--- src/rtl/uart_tx_arbiter.sv ---
// Two-requester byte arbiter feeding one 8N1 UART transmitter, with per-message locking.
// Optional lock timeout enabled by defining UART_TX_ARB_TIMEOUT_EN.
module uart_tx_arbiter #(
    parameter int unsigned CLKS_PER_BIT   = 868,
    parameter int unsigned TIMEOUT_CYCLES = 100000
) (
    input  logic       clock,
    input  logic       reset,
    input  logic       io_in0_valid,
    input  logic [7:0] io_in0_bits,
    input  logic       io_in0_last,
    output logic       io_in0_ready,
    input  logic       io_in1_valid,
    input  logic [7:0] io_in1_bits,
    input  logic       io_in1_last,
    output logic       io_in1_ready,
    output logic       io_uart_tx,
    output logic       io_busy,
    output logic       io_owner
);

    typedef enum logic [1:0] {StIdle, StStart, StData, StStop} state_e;

    localparam logic [15:0] BaudMax = 16'(CLKS_PER_BIT - 1);

    state_e      r_state;
    state_e      w_state_next;
    logic [15:0] r_baud;
    logic [2:0]  r_bit;
    logic [7:0]  r_data;
    logic        r_last;
    logic        r_lock;
    logic        r_owner;

    logic        w_baud_done;
    logic        w_owner_valid;
    logic        w_grant;
    logic        w_sel;
    logic        w_timeout_clr;

    assign w_baud_done   = (r_baud == BaudMax);
    assign w_owner_valid = r_owner ? io_in1_valid : io_in0_valid;

    // While locked only the owner may be granted; otherwise ties go to the non-owner.
    always_comb begin
        w_grant = 1'b0;
        w_sel   = r_owner;
        if (r_state == StIdle) begin
            if (r_lock) begin
                w_grant = w_owner_valid;
                w_sel   = r_owner;
            end else if (io_in0_valid && io_in1_valid) begin
                w_grant = 1'b1;
                w_sel   = ~r_owner;
            end else if (io_in0_valid) begin
                w_grant = 1'b1;
                w_sel   = 1'b0;
            end else if (io_in1_valid) begin
                w_grant = 1'b1;
                w_sel   = 1'b1;
            end
        end
    end

    assign io_in0_ready = w_grant && !w_sel;
    assign io_in1_ready = w_grant && w_sel;
    assign io_busy      = (r_state != StIdle) || r_lock;
    assign io_owner     = r_owner;

    always_comb begin
        w_state_next = r_state;
        io_uart_tx   = 1'b1;
        unique case (r_state)
            StIdle: begin
                if (w_grant) w_state_next = StStart;
            end
            StStart: begin
                io_uart_tx = 1'b0;
                if (w_baud_done) w_state_next = StData;
            end
            StData: begin
                io_uart_tx = r_data[r_bit];
                if (w_baud_done && (r_bit == 3'd7)) w_state_next = StStop;
            end
            StStop: begin
                if (w_baud_done) w_state_next = StIdle;
            end
            default: w_state_next = StIdle;
        endcase
    end

`ifdef UART_TX_ARB_TIMEOUT_EN
    localparam logic [31:0] ToMax = 32'(TIMEOUT_CYCLES - 1);

    logic [31:0] r_to_cnt;
    logic        w_to_run;

    assign w_to_run      = (r_state == StIdle) && r_lock && !w_owner_valid;
    assign w_timeout_clr = w_to_run && (r_to_cnt == ToMax);

    always_ff @(posedge clock) begin
        if (reset) begin
            r_to_cnt <= '0;
        end else if (w_to_run && !w_timeout_clr) begin
            r_to_cnt <= r_to_cnt + 32'd1;
        end else begin
            r_to_cnt <= '0;
        end
    end
`else
    logic w_unused_timeout;
    assign w_unused_timeout = (TIMEOUT_CYCLES != 0);
    assign w_timeout_clr    = 1'b0;
`endif

    always_ff @(posedge clock) begin
        if (reset) begin
            r_state <= StIdle;
            r_baud  <= '0;
            r_bit   <= '0;
            r_data  <= '0;
            r_last  <= 1'b0;
            r_lock  <= 1'b0;
            r_owner <= 1'b1;
        end else begin
            r_state <= w_state_next;
            if ((r_state == StIdle) || w_baud_done) begin
                r_baud <= '0;
            end else begin
                r_baud <= r_baud + 16'd1;
            end
            if ((r_state == StData) && w_baud_done) begin
                r_bit <= r_bit + 3'd1;
            end
            if (w_grant) begin
                r_data  <= w_sel ? io_in1_bits : io_in0_bits;
                r_last  <= w_sel ? io_in1_last : io_in0_last;
                r_owner <= w_sel;
            end
            // Lock follows the message boundary of the byte just finished.
            if ((r_state == StStop) && w_baud_done) begin
                r_lock <= ~r_last;
            end else if (w_timeout_clr) begin
                r_lock <= 1'b0;
            end
        end
    end

endmodule

--- config.mk ---
export PLATFORM = sky130hd
export DESIGN_NAME = uart_tx_arbiter
export DESIGN_NICKNAME = d
export VERILOG_FILES = /design/src/rtl/uart_tx_arbiter.sv
export SDC_FILE = /design/constraint.sdc
export NUM_CORES = 1
export LEC_CHECK = 0
export BUFFER_PORTS_ARGS = -buffer_cell sky130_fd_sc_hd__buf_4
export CAP_MARGIN = 25
export CORE_MARGIN = 2
export CORE_UTILIZATION = 43
export CTS_CLUSTER_DIAMETER = 30
export DETAILED_ROUTE_END_ITERATION = 10
export PLACE_DENSITY = 0.66
export SLEW_MARGIN = 30
export SYNTH_ARGS = -nofsm -noshare
export SYNTH_HDL_FRONTEND = slang
export SYNTH_SLANG_ARGS = --single-unit
--- constraint.sdc ---
create_clock -name clock -period 1.8 [get_ports clock]
set_input_delay 0.36 -clock clock [delete_from_list [all_inputs] [get_ports clock]]
set_output_delay 0.36 -clock clock [all_outputs]
set_load 0.01 [all_outputs]
==> run_results.csv <==
group,metric,value,unit
status,run_status,"finished, violations left",
status,failing_checks,"setup timing",
floorplan,floorplan.die.height,64.9,um
sta,post-route-period-util,1.10,
worst_setup_path,worstSetupEndpointType,"output port",
clocking,clk-insertion-delay-late,0.28,ns
sta,report.final.hold_viol_count,0,
synthesis,synth_compound_gate_area_share,0.104,
min_path,hold_start,"reset",
min_path,hold-path-cell-count,2,
cells_and_area,fillCellCount,294,
clocking,cts.reportedPaths.clkPinSlew,0.07,ns
power,power_leakage,0.929,nW
placement,detailed_place_hpwl,2.56,mm
clocking,cts_root_buffer,"sky130_fd_sc_hd__clkbuf_8",
cells_and_area,area_growth_from_synthesis_to_final_layout,45.4,%
synthesis,synth-warning-count,0,
power,power-per-cell-area,1190,mW/mm2
worst_setup_path,path_max_fanout,3,
drt,routedWlPerCell,14.3,um
synthesis,synthCells,172,
global_routing,grt_max_degree,17,
floorplan,design.die.area,0.00421,mm2
sta,worst-slew-pin-transition,0.301,ns
floorplan,fp-row-count,22,
synthesis,yosys.cell_types.count,32,
sta,setup_slack,-0.188,ns
min_path,hold_path_class,"input pin to flip-flop",
clocking,numCtsBuffers,5,
synthesis,synth_top_family_by_area,"simple AND/OR/NAND/NOR gates",
floorplan,start_util,0.442,
drt,route.vias.total,1429,
cells_and_area,diodes,0,
worst_setup_path,required_worst_endpoint,1.44,ns
sta,unrepaired_setup_endpoints_after_global_routing,"yes",
cells_and_area,final_cell_count_no_fill,274,
synthesis,synth.avg_cell_area,9.27,um2
worst_setup_path,critical_path.startpoint_type,"flip-flop",
worst_setup_path,worst_r2r_path_depth,7,
drt,detailed_route_wire_length,3.93,mm
worst_setup_path,timing.rr.start,"r_baud[0]",
drt,drtIter0Drc,45,
clocking,cts_max_level,2,
sta,post-route-min-period,1.99,ns
global_routing,globalRoute.totalOverflow,0,
worst_setup_path,regToRegSetupSlack,-0.05,ns
drt,drt_pass1_iterations,4,
placement,gp_routability_congestion,0.834,
global_routing,first_global_vias,1442,
placement,io_buffer_count,26,
synthesis,synthSimpleGateAreaFrac,0.209,
worst_setup_path,worstSetupPathType,"flip-flop to output port",
synthesis,mappedNetlistArea,0.00159,mm2
synthesis,synthXorXnorAreaFrac,0.0714,
placement,dp_slack,-0.0839,ns
synthesis,seq_area_frac_synth,0.402,
floorplan,dieWidth,64.9,um
worst_setup_path,regToRegEndpoint,"r_baud[7]",
sta,setup_viol,24,
placement,number_of_instances_in_the_placed_design,258,
worst_setup_path,critical_path_data_arrival_time,1.63,ns
synthesis,synth_area_leader_cell,"sky130_fd_sc_hd__dfxtp_1",
clocking,ctsLongestPathBuffers,2,
sta,fmax,503,MHz
floorplan,design.portCount,27,
job,drv_cap,0,
cells_and_area,drive_above_1_share,0.473,
floorplan,core,0.00361,mm2
cells_and_area,final_net_count,255,
sta,timing.setup.tns,-1.02,ns
global_routing,first_pass_grt_wire_length,6.09,mm
sta,slew_violations,0,
clocking,hold_buffers,0,
drt,ant_nets,0,
sta,timing.max_slew.rel_slack,0.798,
clocking,cts_sink_count,32,
global_routing,initial_antenna_violation_count,0,
synthesis,synth_top_area_share,0.402,
global_routing,grt_use_total,0.189,
sta,skew,0.00644,ns
drt,post_drt_via_cell_ratio,5.22,
synthesis,postSynthNetCount,201,
synthesis,ys_seq_elements,32,
clocking,cts_tree,"done",
synthesis,synth_fa_ha_area_frac,0.0549,
min_path,worst_hold_path.endpoint,"r_bit[0]",
synthesis,post_synthesis_mux_area_share,0.110,
synthesis,synth.area.top_cells,"sky130_fd_sc_hd__dfxtp_1 40%, sky130_fd_sc_hd__mux2i_1 8.2%, sky130_fd_sc_hd__nor2_1 6.6%, sky130_fd_sc_hd__ha_1 5.5%, sky130_fd_sc_hd__a211oi_1 4.2%",
power,sum_of_internal_switching_and_leakage_power,0.00276,W
drt,post-route-drc-count,0,
power,worst_ir_drop_vdd,0.601,mV
==> worst max-delay path by stage <==
stage / from / endpoint / slack, ns / depth (start not counted)
finish: r_bit[0] / io_uart_tx / -0.19 / 4
global route: r_bit[0] / io_uart_tx / -0.27 / 4
CTS: r_bit[0] / io_uart_tx / -0.17 / 4
detailed placement: r_baud[1] / r_state[1] / -0.08 / 7
global placement: r_baud[1] / r_state[1] / -0.02 / 7
floorplan: r_baud[1] / r_baud[11] / -0.12 / 7
==> placed cells by master, fill, tap and decap left out, types with 4 or more instances in the layout <==
cell	count
sky130_fd_sc_hd__nand3_1	7
sky130_fd_sc_hd__ha_1	5
sky130_fd_sc_hd__mux2i_1	12
sky130_fd_sc_hd__nor2_4	4
sky130_fd_sc_hd__xor2_1	7
sky130_fd_sc_hd__dfxtp_2	5
sky130_fd_sc_hd__clkbuf_8	7
sky130_fd_sc_hd__nor2_1	14
sky130_fd_sc_hd__nor3_1	4
sky130_fd_sc_hd__dfxtp_1	26
sky130_fd_sc_hd__a211oi_1	9
sky130_fd_sc_hd__xnor2_1	6
sky130_fd_sc_hd__nor2_2	10
sky130_fd_sc_hd__inv_1	6
sky130_fd_sc_hd__a21oi_2	5
sky130_fd_sc_hd__buf_4	48
sky130_fd_sc_hd__nand2_1	11
==> synthesized netlist by cell type <==
cell type                  instances
sky130_fd_sc_hd__a211oi_1          9
sky130_fd_sc_hd__a21oi_1           7
sky130_fd_sc_hd__a21oi_2           1
sky130_fd_sc_hd__a311oi_1          1
sky130_fd_sc_hd__a31o_2            1
sky130_fd_sc_hd__and2_1            3
sky130_fd_sc_hd__buf_12            1
sky130_fd_sc_hd__buf_2             1
sky130_fd_sc_hd__buf_6             1
sky130_fd_sc_hd__clkbuf_1          3
sky130_fd_sc_hd__dfxtp_1          32
sky130_fd_sc_hd__ha_1              7
sky130_fd_sc_hd__inv_1             8
sky130_fd_sc_hd__mux2i_1          13
sky130_fd_sc_hd__mux4_2            2
sky130_fd_sc_hd__nand2_1          12
sky130_fd_sc_hd__nand3_1           7
sky130_fd_sc_hd__nand4_1           2
sky130_fd_sc_hd__nor2_1           28
sky130_fd_sc_hd__nor2b_1           2
sky130_fd_sc_hd__nor3_1            4
sky130_fd_sc_hd__nor4_4            1
sky130_fd_sc_hd__o211a_1           1
sky130_fd_sc_hd__o21ai_0           3
sky130_fd_sc_hd__o22ai_2           1
sky130_fd_sc_hd__or3_1             4
sky130_fd_sc_hd__or3b_2            1
sky130_fd_sc_hd__or4_1             1
sky130_fd_sc_hd__or4_4             1
sky130_fd_sc_hd__or4b_1            1
sky130_fd_sc_hd__xnor2_1           6
sky130_fd_sc_hd__xor2_1            7
==> metal layers <==
metal	vias up	wire length, um	share of wire	global-route usage
li1	703	-	-	-
met1	682	1580	0.40	0.214
met2	33	2090	0.53	0.323
met3	11	164	0.042	0.0469
met4	0	92	0.023	0.104
met5	-	0	0	0
==> critical path, stage by stage, from the launching register on <==
cell	delay, ns
sky130_fd_sc_hd__dfxtp_4	0.36
sky130_fd_sc_hd__mux4_2	0.50
sky130_fd_sc_hd__mux2i_2	0.20
sky130_fd_sc_hd__mux2i_1	0.12
sky130_fd_sc_hd__buf_4	0.16
==> where the power goes <==
part | internal, W | switching, W | leakage, nW | total, W
sequential | 0.000820 | 0.0000696 | 0.263 | 0.000890
combinational | 0.000679 | 0.000600 | 0.615 | 0.00128
clock | 0.000340 | 0.000248 | 0.0503 | 0.000588
total | 0.00184 | 0.000918 | 0.929 | 0.00276
==> stage by stage <==
| stage | util | cell area (um2) | hold slack [ns] |
|---|---|---|---|
| 6_report | 0.643 | 2320 | 0.369 |
| 5_1_grt | 0.643 | 2320 | 0.379 |
| 4_1_cts | 0.599 | 2160 | 0.355 |
| 3_5_place_dp | 0.546 | 1970 | 0.458 |
| 3_3_place_gp | 0.546 | 1970 | 0.461 |
| 2_1_floorplan | - | 1620 | 0.417 |
==> logic make-up (layout without fill, tap and decap cells) <==
kind of cell    after synthesis  count (layout)
buf+inv                      14              68
flops                        32              32
compound gates               24              24
fa+ha+maj                     7               7
xor+xnor                     13              13
simple gates                 67              67
mux                          15              15
==> area by class of cell <==
class | instances | area (um2) | share of cell area
Timing Repair Buffer | 53 | 448 | 0.193
Inverter | 8 | 30.0 | 0.0130
Clock buffer | 7 | 96.3 | 0.0416
Tap cell | 48 | 60.1 | 0.0259
Sequential cell | 32 | 651 | 0.281
Multi-Input combinational cell | 126 | 1030 | 0.446
==> flip-flops by register name, indices dropped and copies added, names as in the netlist <==
register	cells
r_baud	16
r_lock	1
r_state	2
r_data	8
r_bit	3
io_owner	1
r_last	1
==> what timing repair did <==
item	CTS	global route
setup buffers	5	3
gates cloned	0	1
resized for setup	14	32
endpoints found under the setup margin	22	25
pin swaps	8	9
Power figures use the tool's default switching activity.
